`src/rtl/sorted_stream_stats_pkg.sv`:
```
// ============================================================================
//  Module  : sorted_stats_pkg
//  Brief   : Shared types and width helpers for the sorted-frame statistics
//            block (FSM state encoding, counter width, median index).
//  Rev     : 1.0  initial release
// ============================================================================
`default_nettype none

package sorted_stats_pkg;

  // Default frame length used when the top is instantiated without override
  localparam int DEF_ARRAY_SIZE = 8;

  typedef enum logic [1:0] {
    IDLE    = 2'd0,
    CAPTURE = 2'd1,
    DRAIN   = 2'd2,
    EMIT    = 2'd3
  } state_t;

  // Bits needed to count 0..n inclusive
  function automatic int cnt_width(input int n);
    return $clog2(n + 1);
  endfunction

  // Lower median position within an n-word frame
  function automatic int median_index(input int n);
    return (n - 1) / 2;
  endfunction

endpackage

`default_nettype wire

```
`src/rtl/sorted_stream_stats_accum.sv`:
```
// ============================================================================
//  Module  : stats_accum
//  Brief   : Running sum, unique-value count and previous-word register for
//            one frame. 'load' starts a frame with word 0, 'accum' folds in
//            each following word.
//  Rev     : 1.0  initial release
// ============================================================================
`default_nettype none

module stats_accum #(
  parameter int DATA_W = 32,
  parameter int CNT_W  = 4
) (
  input  logic                    clk,
  input  logic                    rst,
  input  logic                    load,
  input  logic                    accum,
  input  logic [DATA_W-1:0]       data,
  output logic [DATA_W+CNT_W-1:0] sum,
  output logic [CNT_W-1:0]        uniq,
  output logic [DATA_W-1:0]       prev
);

  // Sum is widened before the add so a full frame of max words cannot wrap
  always_ff @(posedge clk or posedge rst) begin
    if (rst) begin
      sum  <= '0;
      uniq <= '0;
      prev <= '0;
    end else if (load) begin
      sum  <= {{CNT_W{1'b0}}, data};
      uniq <= CNT_W'(1);
      prev <= data;
    end else if (accum) begin
      sum  <= sum + {{CNT_W{1'b0}}, data};
      if (data != prev) begin
        uniq <= uniq + 1'b1;
      end
      prev <= data;
    end
  end

endmodule

`default_nettype wire

```
`src/rtl/sorted_stream_stats.sv`:
```
// ============================================================================
//  Module  : sorted_stream_stats
//  Brief   : Reduces one sorted frame (ARRAY_SIZE words, one per cycle) to
//            min, max, lower median, sum and unique count, held on a
//            valid/ready output. Frames arriving while a result is pending
//            are dropped and flagged with 'overrun'.
//  Config  : SORT_CHECK_EN - when defined, a word smaller than its
//            predecessor marks the frame bad; the frame ends with an
//            'order_err' pulse instead of a result.
//  Rev     : 1.0  initial release
// ============================================================================
`default_nettype none

module sorted_stream_stats
  import sorted_stats_pkg::*;
#(
  parameter int ARRAY_SIZE = DEF_ARRAY_SIZE,
  parameter int DATA_W     = 32,
  parameter int CNT_W      = cnt_width(ARRAY_SIZE)
) (
  input  logic                    clk,
  input  logic                    rst,
  input  logic                    in_valid,
  input  logic [DATA_W-1:0]       in_data,
  output logic                    out_valid,
  input  logic                    out_ready,
  output logic [DATA_W-1:0]       out_min,
  output logic [DATA_W-1:0]       out_max,
  output logic [DATA_W-1:0]       out_median,
  output logic [DATA_W+CNT_W-1:0] out_sum,
  output logic [CNT_W-1:0]        out_uniq,
  output logic                    frame_err,
  output logic                    overrun,
  output logic                    order_err
);

  localparam int              MED_IDX  = median_index(ARRAY_SIZE);
  localparam logic [CNT_W-1:0] FULL_CNT = CNT_W'(ARRAY_SIZE);
  localparam logic [CNT_W-1:0] MED_CNT  = CNT_W'(MED_IDX);
  localparam logic [CNT_W-1:0] LAST_CNT = CNT_W'(ARRAY_SIZE - 1);

  state_t                    state;
  logic                      in_valid_q;
  logic [CNT_W-1:0]          cnt;
  logic [DATA_W-1:0]         min_r;
  logic [DATA_W-1:0]         max_r;
  logic [DATA_W-1:0]         med_r;
  logic                      order_bad;

  logic                      run_start;
  logic                      acc_load;
  logic                      acc_step;
  logic                      word_low;
  logic [DATA_W+CNT_W-1:0]   acc_sum;
  logic [CNT_W-1:0]          acc_uniq;
  logic [DATA_W-1:0]         acc_prev;

  // A run starts only on a rising in_valid, so a run already in progress
  // (e.g. one that began while a result was pending) is never picked up
  assign run_start = in_valid & ~in_valid_q;
  assign acc_load  = (state == IDLE) && run_start;
  assign acc_step  = (state == CAPTURE) && in_valid && (cnt != FULL_CNT);

  stats_accum #(
    .DATA_W (DATA_W),
    .CNT_W  (CNT_W)
  ) u_accum (
    .clk   (clk),
    .rst   (rst),
    .load  (acc_load),
    .accum (acc_step),
    .data  (in_data),
    .sum   (acc_sum),
    .uniq  (acc_uniq),
    .prev  (acc_prev)
  );

`ifdef SORT_CHECK_EN
  assign word_low = (in_data < acc_prev);
`else
  logic unused_prev;
  assign word_low    = 1'b0;
  assign unused_prev = ^acc_prev;
`endif

  // Frame FSM: capture tracking, result registers and one-cycle status pulses
  always_ff @(posedge clk or posedge rst) begin
    if (rst) begin
      state      <= IDLE;
      in_valid_q <= 1'b0;
      cnt        <= '0;
      min_r      <= '0;
      max_r      <= '0;
      med_r      <= '0;
      order_bad  <= 1'b0;
      out_valid  <= 1'b0;
      out_min    <= '0;
      out_max    <= '0;
      out_median <= '0;
      out_sum    <= '0;
      out_uniq   <= '0;
      frame_err  <= 1'b0;
      overrun    <= 1'b0;
      order_err  <= 1'b0;
    end else begin
      in_valid_q <= in_valid;
      frame_err  <= 1'b0;
      overrun    <= 1'b0;
      order_err  <= 1'b0;

      case (state)
        IDLE: begin
          if (run_start) begin
            min_r     <= in_data;
            cnt       <= CNT_W'(1);
            order_bad <= 1'b0;
            if (MED_IDX == 0) begin
              med_r <= in_data;
            end
            state <= CAPTURE;
          end
        end

        CAPTURE: begin
          if (in_valid) begin
            if (cnt == FULL_CNT) begin
              frame_err <= 1'b1;
              state     <= DRAIN;
            end else begin
              cnt <= cnt + 1'b1;
              if (cnt == MED_CNT) begin
                med_r <= in_data;
              end
              if (cnt == LAST_CNT) begin
                max_r <= in_data;
              end
              if (word_low) begin
                order_bad <= 1'b1;
              end
            end
          end else if (cnt != FULL_CNT) begin
            frame_err <= 1'b1;
            state     <= IDLE;
          end else if (order_bad) begin
            order_err <= 1'b1;
            state     <= IDLE;
          end else begin
            out_min    <= min_r;
            out_max    <= max_r;
            out_median <= med_r;
            out_sum    <= acc_sum;
            out_uniq   <= acc_uniq;
            out_valid  <= 1'b1;
            state      <= EMIT;
          end
        end

        DRAIN: begin
          if (!in_valid) begin
            state <= IDLE;
          end
        end

        EMIT: begin
          if (run_start) begin
            overrun <= 1'b1;
          end
          if (out_ready) begin
            out_valid <= 1'b0;
            state     <= in_valid ? DRAIN : IDLE;
          end
        end

        default: state <= IDLE;
      endcase
    end
  end

endmodule

`default_nettype wire
```
`config.mk`:
```
export PLATFORM = sky130hd
export DESIGN_NAME = sorted_stream_stats
export DESIGN_NICKNAME = d
export VERILOG_FILES = /design/src/rtl/sorted_stream_stats_pkg.sv /design/src/rtl/sorted_stream_stats_accum.sv /design/src/rtl/sorted_stream_stats.sv
export SDC_FILE = /design/constraint.sdc
export NUM_CORES = 1
export LEC_CHECK = 0
export ABC_AREA = 1
export CORE_MARGIN = 8
export CORE_UTILIZATION = 52
export CTS_CLUSTER_SIZE = 16
export DETAILED_ROUTE_END_ITERATION = 7
export PLACE_DENSITY = 0.75
export SYNTH_ARGS = -nofsm -noshare
export SYNTH_HDL_FRONTEND = slang
export SYNTH_SLANG_ARGS = --single-unit
```
`constraint.sdc`:
```
create_clock -name clk -period 14.46 [get_ports clk]
set_input_delay 2.892 -clock clk [delete_from_list [all_inputs] [get_ports clk]]
set_output_delay 2.892 -clock clk [all_outputs]
set_load 0.01 [all_outputs]
```
### Word-level counts from Yosys, hierarchy flattened

Cells that the tools add are included.

* bits in latches: 0
* input bits: 36
* memories kept: 0
* bits in registers: 314
* RAM bits: 0
* word-level logic and storage cells: 86
* memory bits (read-only): 0
* output and inout port bits: 140

* div/mod/pow operators: 0
* add/subtract/negate cells: 3
* shifts and indexed selects: 0
* eq/ne operators: 16
* $mul: 0
* bitwise operators: 5
* reductions and logical operators: 16
* $lt $le $gt $ge: 0
* muxes and demuxes: 29

Operators by type and width (count)
* $mux 36: 2
* $mux 32: 2
* $add 36x32->36: 1
* $ne 32x32->1: 1
* $mux 4: 6
* $reduce_and 4->1: 5
* $mux 2: 7
* $ne 2x2->1 const B: 7
* $mux 1: 9
* $add 4x1->4 const B: 2
* $pmux 2 s4: 1
* $pmux 4 s2: 1
* $reduce_bool 2->1: 4
* $eq 2x2->1 const B: 2
* $eq 4x2->1 const B: 1
* $eq 4x3->1 const B: 1
* $eq 4x4->1 const B: 1
* $ne 4x4->1 const B: 1
* $not 1->1: 4
* $reduce_and 2->1: 2
* $logic_and 1x1->1: 3
* $ne 3x2->1 const B: 1
* $reduce_and 3->1: 1
* $eq 2x1->1 const B: 1
* other kinds (3): 3

### Depth between registers and ports, before layout

Gate-level depths: netlist (run 1).

* word-level depth: 5
* gate-level depth with buffers: 15
* depth with buffers taken out: 15

### Cells and area by module

From an unflattened synthesis (run 1), not the netlist that was laid out.

* cell total of the unflattened synthesis: 1970
* area total of the unflattened synthesis: 15262.1 um2

Modules (own cells, without submodules)
* sorted_stream_stats: area each 9200.1 um2, cells an instance 1004, seq. area each 6055.8 um2, times used 1
* stats_accum: area each 6062.1 um2, cells an instance 966, seq. area each 1801.7 um2, times used 1

### Worst setup path before layout (run 1)

No wires, ideal clock.

* path type: input -> register
* from: input port in_data[0]
* to: register u_accum.sum[24]
* setup time: 0.117 ns
* setup slack: 10.012 ns
* data arrival time: 4.330 ns
* buffers on the path: 0
* stages: 15
* data required time: 14.343 ns
* cells stage by stage: ha_1 inv_1 fa_1 inv_1 nand3_1 nand2_1 nand2_1 nand2_1 nand3_1 nand2_1 nand3_1 nand2_1 nand2_1 nand3_1 nand2_1

* longest elaborated chain between the ends: 3

RTL lines
* start, declared: line sorted_stream_stats.sv:24 `input logic [DATA_W-1:0] in_data,`
* $add 36x32->36: line sorted_stream_stats_accum.sv:35 `sum <= sum + {{CNT_W{1'b0}}, data};`
* $mux 36: line sorted_stream_stats_accum.sv:34 `end else if (accum) begin`
* $mux 36: line sorted_stream_stats_accum.sv:30 `end else if (load) begin`
* end signal, assigned: line sorted_stream_stats_accum.sv:31 `sum <= {{CNT_W{1'b0}}, data};`
* end signal, assigned: line sorted_stream_stats_accum.sv:35
* end, declared: line sorted_stream_stats_accum.sv:19 `output logic [DATA_W+CNT_W-1:0] sum,`

Every way passes these cells. The select of a mux whose other input is x is not followed.
A chain may end at the register's enable or synchronous reset.

### Final worst setup path (run 1)

* from: input port in_valid
* to: register cnt[3]

* longest elaborated chain between the ends: 3
* elaborated cells between the ends (all ways): 4
* those cells by class: 2 x eq/ne; 1 x bitwise; 1 x reduce/logical

RTL lines
* start, declared: line sorted_stream_stats.sv:23 `input logic in_valid,`
* $and 1x1->1: line sorted_stream_stats.sv:60 `assign run_start = in_valid & ~in_valid_q;`
* $ne 2x2->1 (no source line)
* $reduce_and 4->1 (no source line) (*)
* end signal, assigned: line sorted_stream_stats.sv:130 `cnt <= cnt + 1'b1;`
* end, declared: line sorted_stream_stats.sv:44 `logic [CNT_W-1:0] cnt;`

Every way passes the cells marked *; elsewhere a longest branch is shown, timed or not.

==> results.cfg, run 1 <==
[status]
status = finished, final reports clean

[clock_network]
cts_buffer_depth = 3
cts_sinks = 314
numCtsBuffers = 34
cts_resized = 0
cts_tree = yes
clk_pin_slew_ns = 0.06
cts_setup_buffers = 0
cts_max_level = 2
clockRootBuffer = clkbuf_16
clock_latency_ns = 0.52
hold_buffers = 0

[floorplanning]
die_h_um = 183
fp.coreArea_um2 = 27700
start_util_pct = 52.6
row_count = 61
die-area_um2 = 33700
io_pins = 176
die_w_um = 183

[yosys]
syn_nets = 1865
synthTopCellsByArea = dfrtp_1 (54%), nand2_1 (18%), o21ai_0 (6.1%), inv_1 (4.8%), ha_1 (3.3%)
yosys.area.top_type = dfrtp_1
yosys_warnings = 0
synth_area_per_cell_um2 = 8.15
synth-seq-cells = 314
yosysSeqAreaShare_pct = 53.9
synth_top_area_share_pct = 53.9
netlist-cell-type-count = 39
syn_area_um2 = 14600
synth_cells = 1790
ys.flop_type = dfrtp_1
synthArstFlopShare_pct = 100
synth_edf_count = 0

[detailed_routing]
dr.pass1.iters = 5
route.detailed.drc = 0
vias = 12100
wl_mm = 38.2
wire_per_inst_um = 16.3
drtAntennaViolNets = 0
viasPerCell = 5.17
first_iter_violations = 1014

[worst_setup_path]
critPathBufInv = 4
crit_family = buffers and inverters
cp_cell_sequence = clkdlybuf4s50_1 -> inv_1 -> nor2_1 -> nand2_2 -> buf_4 -> nand2_4 -> inv_2 -> o21ai_0 -> nor3b_1
worst-setup-path-type = in2reg
cp_data_required_time_ns = 14.84
crit_arrival_ns = 5.97
crit_slowest_cell = inv_2
worstPathMaxFanout = 70
end_kind = flip-flop
slowest_delay_ns = 0.75
startpoint_type = primary input

[sta]
report.final.slew_viol_count = 0
setup_tns_ns = 0
rsz0062_at_grt = false
worst_pin_slew_ns = 1.08
fin_crit_sh_pct = 38.6
fmax_mhz = 179
relSlewSlack_pct = 28.0
finalSetupViolations = 0
finalHoldViolCount = 0
fin_crit_ns = 5.59
skew_ns = 0.0229

[grt]
grt_pass1_vias = 12000
antenna_found_initial = 1
grtUsageTotal_pct = 22.7
grt_first_pass_wirelength_mm = 62.0
grt_overflow_total = 0
grt_max_degree = 167

[finish]
post-route-util_pct = 63.9
fillers = 2410
drive_above_1_share_pct = 3.72
multi_input_area_um2 = 5710
final_area_um2 = 17700
fin_nets = 2014
regArea_um2 = 7860
synthToLayoutAreaGrowth_pct = 21.3

[min_path]
hold_class = reg2reg

[power_and_ir_drop]
powerDensity_nw_per_um2 = 194
vdd_drop_max_v = 0.0000884
leakage_nw = 9.02

[placed_design]
gp_congestion = 0.911
placed_cell_area_um2 = 16600
dp_hpwl_mm = 26.7
io_buffers = 174

[job]
cap_violations = 0
[worst register-to-register path, cell delays in order (launching register included)]
cell and delay, ns:
dfrtp_1 0.38, inv_1 0.09, ha_1 0.21, nand3_1 0.15, inv_2 0.08, nor2_4 0.55, inv_4 0.25, nand2_4 0.59
inv_2 0.57, o21ai_0 0.27, nor3b_1 0.18
[where the power goes]
group / leakage [nW] / switching [W] / internal [W]
clock: 0.552 / 0.000351 / 0.000526
combinational: 4.28 / 0.000719 / 0.000501
sequential: 4.19 / 0.000181 / 0.00116
[synthesized netlist by cell type (all sizes together), types with 8 or more instances]
library cell,number
a21oi,47
buf,28
clkbuf,37
dfrtp,314
ha,38
inv,190
nand2,718
nand3,46
nand4,10
nor2,69
nor3,13
o21ai,193
o21bai,10
o221ai,8
o22ai,18
xnor2,19
xor2,13
[worst paths after layout]
check	from	endpoint	slack, ns	cells past startpoint
min in group asynchronous	rst	out_median[5]$_DFFE_PP0P_	2.98	2
worst max-delay path	in_valid	cnt[3]$_DFFE_PP0P_	8.87	9
max in group asynchronous	rst	out_sum[27]$_DFFE_PP0P_	9.97	3
worst min-delay path	max_r[22]$_DFFE_PP0P_	out_max[22]$_DFFE_PP0P_	0.47	2
worst min register to register	max_r[22]$_DFFE_PP0P_	out_max[22]$_DFFE_PP0P_	0.47	2
worst max register to register	cnt[0]$_DFFE_PP0P_	cnt[3]$_DFFE_PP0P_	11.04	10
[layout make-up]
| type | count | area share (%) |
|---|---|---|
| clock inverter | 12 | 0.919 |
| clock buffer | 48 | 5.50 |
| timing repair buffer | 178 | 10.1 |
| tap | 378 | 2.67 |
| antenna | 1 | 0.0141 |
| multi-input combinational | 1220 | 32.3 |
| inverter | 191 | 4.11 |
| sequential | 314 | 44.4 |
[placed cells by master (no fill, tap or decap), drive strengths merged, types with 13 or more instances in the layout]
cell,n
nand3,46
inv,192
o22ai,18
xor2,13
xnor2,19
nand2,718
ha,38
o21ai,193
nor3,13
nor2,69
dfrtp,314
clkbuf,48
clkdlybuf4s50,174
a21oi,47
[state kept, by name (all words and copies together) (netlist names)]
| register | cells |
|---|---|
| u_accum.uniq | 4 |
| in_valid_q | 1 |
| max_r | 32 |
| overrun | 1 |
| u_accum.prev | 32 |
| out_median | 32 |
| frame_err | 1 |
| out_min | 32 |
| min_r | 32 |
| med_r | 32 |
| u_accum.sum | 36 |
| out_valid | 1 |
| cnt | 4 |
| out_uniq | 4 |
| state | 2 |
| out_sum | 36 |
| out_max | 32 |
[logic make-up after synthesis]
family / Yosys count / share of synthesized area (%)
buffers and inverters: 256 / 7.04
DFF: 314 / 53.9
adders and majority gates: 39 / 3.40
xor gates and xnor gates: 32 / 1.92
AOI/OAI and AO/OA: 284 / 10.4
and+or+nand+nor: 864 / 23.3
other: 1 / 0.0257
[stage by stage]
| stage | hold WS (ns) | total power [W] | setup WS, ns | cells |
|---|---|---|---|---|
| floorplan | 0.442 | 0.00211 | 2.88 | 1790 |
| CTS | 0.465 | 0.00346 | 8.93 | 2341 |
| finish | 0.469 | 0.00344 | 8.87 | 2342 |
| global placement | 0.451 | 0.00253 | 8.43 | 2281 |
| detailed placement | 0.456 | 0.00256 | 8.40 | 2281 |
| global route | 0.486 | 0.00368 | 8.67 | 2342 |
[metal layers]
metal  global-route usage (%)  vias up  part of all wire, %
met2                     35.9      345                   45
met1                     32.5     5758                   46
li1                         -     5955                    -
met4                     5.63        0                  1.8
met5                        0        -                    0
met3                     3.62       45                  6.4
Power figures use the tool's default switching activity.
==> inputs of run 2 (changes only) <==
--- a/config.mk
+++ b/config.mk
@@ -7,10 +7,10 @@
 export LEC_CHECK = 0
 export ABC_AREA = 1
 export CORE_MARGIN = 8
-export CORE_UTILIZATION = 52
+export CORE_UTILIZATION = 51
 export CTS_CLUSTER_SIZE = 16
 export DETAILED_ROUTE_END_ITERATION = 7
-export PLACE_DENSITY = 0.75
+export PLACE_DENSITY = 0.77
 export SYNTH_ARGS = -nofsm -noshare
 export SYNTH_HDL_FRONTEND = slang
 export SYNTH_SLANG_ARGS = --single-unit
==> constraint.sdc (replaced) <==
create_clock -name clk -period 4.5 [get_ports clk]
set_input_delay 0.9 -clock clk [delete_from_list [all_inputs] [get_ports clk]]
set_output_delay 0.9 -clock clk [all_outputs]
set_load 0.01 [all_outputs]
==> results.cfg, run 2 (synthesis results as in run 1) <==
[status]
status = finished, final reports clean

[power_and_ir_drop]
vdd_drop_max_v = 0.000381
power_w = 0.0111
powerDensity_nw_per_um2 = 626
leakage_nw = 9.06

[detailed_routing]
vias = 12300
wl_mm = 39.5
viasPerCell = 5.22
wire_per_inst_um = 16.8
route.detailed.drc = 0
dr.pass1.iters = 5
first_iter_violations = 1250
drtAntennaViolNets = 0

[clock_network]
clk_pin_slew_ns = 0.06
hold_buffers = 0
clock_latency_ns = 0.52
cts_sinks = 314
clockRootBuffer = clkbuf_16
cts_setup_buffers = 0
cts_tree = yes
numCtsBuffers = 34
cts_buffer_depth = 3
cts_resized = 0
cts_max_level = 2

[worst_setup_path]
end_kind = flip-flop
cp_num_cells = 16
startpoint_type = primary input
worst-setup-path-type = in2reg
reg2regPathDepth = 10
cp_cell_sequence = clkdlybuf4s50_1 -> ha_1 -> inv_1 -> fa_1 -> inv_1 -> nand3_1 -> nand2_1 -> nand2_1 -> nand2_1 -> nand3_1 -> nand2_1 -> nand3_1 -> nand2_1 -> nand2_1 -> nand3_1 -> nand2_1
critPathBufInv = 3
crit_slowest_cell = clkdlybuf4s50_1
worstPathMaxFanout = 5
crit_family = simple AND/OR/NAND/NOR gates
rrSetupSlack_ns = 1.98
slowest_delay_ns = 0.60
worst_path_most_repeated_cell = nand2_1
cp_data_required_time_ns = 4.90
crit_arrival_ns = 3.42

[grt]
antenna_found_initial = 2
grt_pass1_vias = 11900
grt_overflow_total = 0
grt_max_degree = 174
grtUsageTotal_pct = 23.0
grt_first_pass_wirelength_mm = 62.9

[floorplanning]
fp.coreArea_um2 = 28400
die_h_um = 185
die_w_um = 185
row_count = 62
start_util_pct = 51.4
io_pins = 176
die-area_um2 = 34300

[placed_design]
dp_hpwl_mm = 28.2
placed_cell_area_um2 = 16600
post-place-ws_ns = 0.977
gp_congestion = 0.885
io_buffers = 174

[sta]
report.final.slew_viol_count = 0
setup_tns_ns = 0
skew_ns = 0.0236
finalHoldViolCount = 0
relSlewSlack_pct = 29.4
fin_ws_ns = 1.47
finalSetupViolations = 0
fmax_mhz = 330
fin_crit_sh_pct = 67.3
worst_pin_slew_ns = 1.06
fin_crit_ns = 3.03
rsz0062_at_grt = false

[finish]
largestRegisters = out_sum (36), u_accum.sum (36)
drive_above_1_share_pct = 3.81
layout_commonest_cell = nand2_1
fin_nets = 2018
regArea_um2 = 7860
final_cell_mix = nand2_1 (710), dfrtp_1 (314), inv_1 (184)
final_area_um2 = 17800
multi_input_area_um2 = 5710
synthToLayoutAreaGrowth_pct = 21.9
fillers = 2468

[min_path]
hold_class = reg2reg
min_path_cells = 2

[job]
cap_violations = 0
==> run 2: final cells by class <==
type                    count  share of cell area (%)
well taps                 384                    2.70
multi-input cells        1220                    32.1
flip-flops and latches    314                    44.2
clock buffers              51                    5.71
repair buffers            182                    10.4
inverters                 191                    4.07
clock inverters             8                   0.774
diodes                      2                  0.0281
==> run 2: worst paths after layout <==
check,from,to
setup / recovery,in_data[0],u_accum.sum[24]$_DFFE_PP0P_
hold / removal,med_r[17]$_DFFE_PP0P_,out_median[17]$_DFFE_PP0P_
setup reg to reg,cnt[0]$_DFFE_PP0P_,cnt[3]$_DFFE_PP0P_
hold reg to reg,med_r[17]$_DFFE_PP0P_,out_median[17]$_DFFE_PP0P_
max in group asynchronous,rst,u_accum.sum[12]$_DFFE_PP0P_
min in group asynchronous,rst,max_r[8]$_DFFE_PP0P_
==> run 2: worst reg2reg max path, stage by stage, from the launching register on <==
cell and delay, ns:
dfrtp_1 0.39, inv_1 0.10, ha_1 0.17, nand3_1 0.16
inv_2 0.13, nor2_4 0.05, inv_4 0.20, nand2_4 0.26
inv_2 0.63, o21ai_0 0.14, nor3b_1 0.16
==> run 2: where the power goes <==
group / internal, W / total [W] / switching (W)
clock network: 0.00174 / 0.00286 / 0.00112
registers: 0.00373 / 0.00431 / 0.000581
logic: 0.00162 / 0.00396 / 0.00234
total: 0.00709 / 0.0111 / 0.00405
==> run 2: stage by stage <==
stage               std cells  hold slack, ns  util [%]
detailed placement       2291           0.454      58.6
finish                   2352           0.464      62.6
CTS                      2350           0.456      62.6
floorplan                1790           0.442         -
global placement         2291           0.450      58.6
global route             2352           0.488      62.6
==> run 2: layer usage <==
layer | vias to the layer above | routed length [um] | global-route usage [%]
met4 | 0 | 981 | 7.01
met5 | - | 0 | 0
met1 | 5915 | 17800 | 32.5
li1 | 5961 | - | -
met2 | 347 | 18100 | 36.5
met3 | 58 | 2510 | 3.37
==> inputs of run 3 (changes only) <==
--- a/config.mk
+++ b/config.mk
@@ -7,10 +7,10 @@
 export LEC_CHECK = 0
 export ABC_AREA = 1
 export CORE_MARGIN = 8
-export CORE_UTILIZATION = 51
+export CORE_UTILIZATION = 52
 export CTS_CLUSTER_SIZE = 16
 export DETAILED_ROUTE_END_ITERATION = 7
-export PLACE_DENSITY = 0.77
+export PLACE_DENSITY = 0.75
 export SYNTH_ARGS = -nofsm -noshare
 export SYNTH_HDL_FRONTEND = slang
 export SYNTH_SLANG_ARGS = --single-unit
==> constraint.sdc (replaced) <==
create_clock -name clk -period 2.84 [get_ports clk]
set_input_delay 0.568 -clock clk [delete_from_list [all_inputs] [get_ports clk]]
set_output_delay 0.568 -clock clk [all_outputs]
set_load 0.01 [all_outputs]
==> results.cfg, run 3 (synthesis results as in run 1) <==
[status]
status = finished, final reports clean

[finish]
final_cell_mix = nand2_1 (710), dfrtp_1 (314), inv_1 (184)
layout_commonest_cell = nand2_1
synthToLayoutAreaGrowth_pct = 24.5
drive_above_1_share_pct = 5.98
fin_cells = 2388
fillers = 2355
fin_nets = 2057
largestRegisters = out_sum (36), u_accum.sum (36)

[clock_network]
cts_sinks = 314
cts_buffer_depth = 3
cts_max_level = 2
clk_pin_slew_ns = 0.07
cts_resized = 0
clock_latency_ns = 0.51
clockRootBuffer = clkbuf_16
hold_buffers = 0
cts_tree = yes
cts_setup_buffers = 0
numCtsBuffers = 34

[worst_setup_path]
worst-setup-path-type = reg2reg
worstSetupStartpoint = cnt[0]$_DFFE_PP0P_
r2r-start = cnt[0]$_DFFE_PP0P_
rrSetupSlack_ns = 0.50
crit_arrival_ns = 2.73
worstPathMaxFanout = 41
cp_data_required_time_ns = 3.22
r2r-end = cnt[3]$_DFFE_PP0P_
end_kind = flip-flop
startpoint_type = flip-flop
crit_end = cnt[3]$_DFFE_PP0P_
reg2regPathDepth = 10

[sta]
fmax_mhz = 426
report.final.slew_viol_count = 0
fin_crit_ns = 2.34
worst_pin_slew_ns = 0.722
skew_ns = 0.00914
relSlewSlack_pct = 51.8
fin_crit_sh_pct = 82.6
finalSetupViolations = 0
rsz0062_at_grt = false
finalHoldViolCount = 0

[job]
cap_violations = 0

[grt]
use_met2_pct = 38.1
grtUsageTotal_pct = 24.0
grt_max_degree = 102
grt_pass1_vias = 12100
grt_overflow_total = 0
grtUsageMet3_pct = 3.62
antenna_found_initial = 2
grt_use_met1_pct = 33.8
grt_busiest_layer = met2
grt_first_pass_wirelength_mm = 64.9

[placed_design]
dp_hpwl_mm = 29.0
placed_cells = 2324
gp_congestion = 0.908
io_buffers = 174

[power_and_ir_drop]
p_int_w = 0.0113
power_w = 0.0178
combPwrFrac_pct = 36.4
p_switching_w = 0.00648
seq_power_share_pct = 38.2
powerDensity_nw_per_um2 = 981
vdd_drop_max_v = 0.000606
clkPwrFrac_pct = 25.4
swShare_pct = 36.4
leakage_nw = 9.29

[floorplanning]
die-area_um2 = 33700
start_util_pct = 52.6
fp.coreArea_um2 = 27700
row_count = 61
die_h_um = 183
io_pins = 176
die_w_um = 183

[detailed_routing]
route.detailed.drc = 0
wire_per_inst_um = 16.8
drtAntennaViolNets = 0
dr.pass1.iters = 7
wl_mm = 40.1
first_iter_violations = 1008
vias = 12300
viasPerCell = 5.14

[min_path]
hold_class = in2async
[run 3: cell types whose count changed in the layout (fill, tap and decap cells not counted), sizes merged]
cell / before / now
buf: 8 / 47
clkbuf: 51 / 45
clkinv: 6 / 15
clkinvlp: 1 / 2
inv: 189 / 188
[run 3: area by class of cell]
| type | instances | area (um2) | area share [%] |
|---|---|---|---|
| Sequential cell | 314 | 7860 | 43.3 |
| Clock inverter | 17 | 189 | 1.04 |
| Clock buffer | 45 | 963 | 5.31 |
| Tap cell | 378 | 473 | 2.60 |
| Antenna cell | 2 | 5.00 | 0.0276 |
| Inverter | 191 | 724 | 3.99 |
| Multi-Input combinational cell | 1220 | 5710 | 31.5 |
| Timing Repair Buffer | 221 | 2230 | 12.3 |
[run 3: critical path, stage by stage (launching register included)]
cell and delay, ns:
dfrtp_1 0.39, inv_1 0.10, ha_1 0.16, nand3_1 0.14, inv_2 0.13, nor2_4 0.05
inv_4 0.21, nand2_4 0.14, inv_2 0.56, o21ai_0 0.15, nor3b_1 0.17
[run 3: per-stage QoR]
stage / util, % / hold slack, ns / TNS [ns] / area [um2] / setup WS (ns)
after floorplan: - / 0.442 / -600.01 / 14600 / -1.91
after global placement: 61.4 / 0.451 / 0 / 17000 / 0.0300
after CTS: 65.5 / 0.402 / 0 / 18200 / 0.458
after detailed placement: 61.4 / 0.455 / 0 / 17000 / 0.00399
final: 65.5 / 0.407 / 0 / 18200 / 0.495
after global routing: 65.5 / 0.427 / 0 / 18200 / 0.239
[run 3: power by group through the flow]
stage / Sequential (W) / Clock, W / Combinational (W)
global route: 0.00698 / 0.00476 / 0.00731
detailed placement: 0.00685 / 0 / 0.00646
global placement: 0.00681 / 0 / 0.00633
CTS: 0.00680 / 0.00458 / 0.00652
finish: 0.00681 / 0.00452 / 0.00648
floorplan: 0.00686 / 0 / 0.00391
[run 3: per-layer routing]
metal,share of wire [%],wire length [um]
met5,0,0
met4,2.7,1070
met3,5.8,2330
met2,45,18200
met1,46,18500
[run 3: worst min-delay path by stage]
stage                                end  slack, ns  cells past startpoint
2_1_floorplan     out_max[0]$_DFFE_PP0P_       0.44                      2
3_3_place_gp     out_max[30]$_DFFE_PP0P_       0.45                      2
3_5_place_dp     out_max[15]$_DFFE_PP0P_       0.45                      2
4_1_cts           out_max[7]$_DFFE_PP0P_       0.40                      2
5_1_grt           out_max[7]$_DFFE_PP0P_       0.43                      2
6_report       out_median[4]$_DFFE_PP0P_       0.41                      2
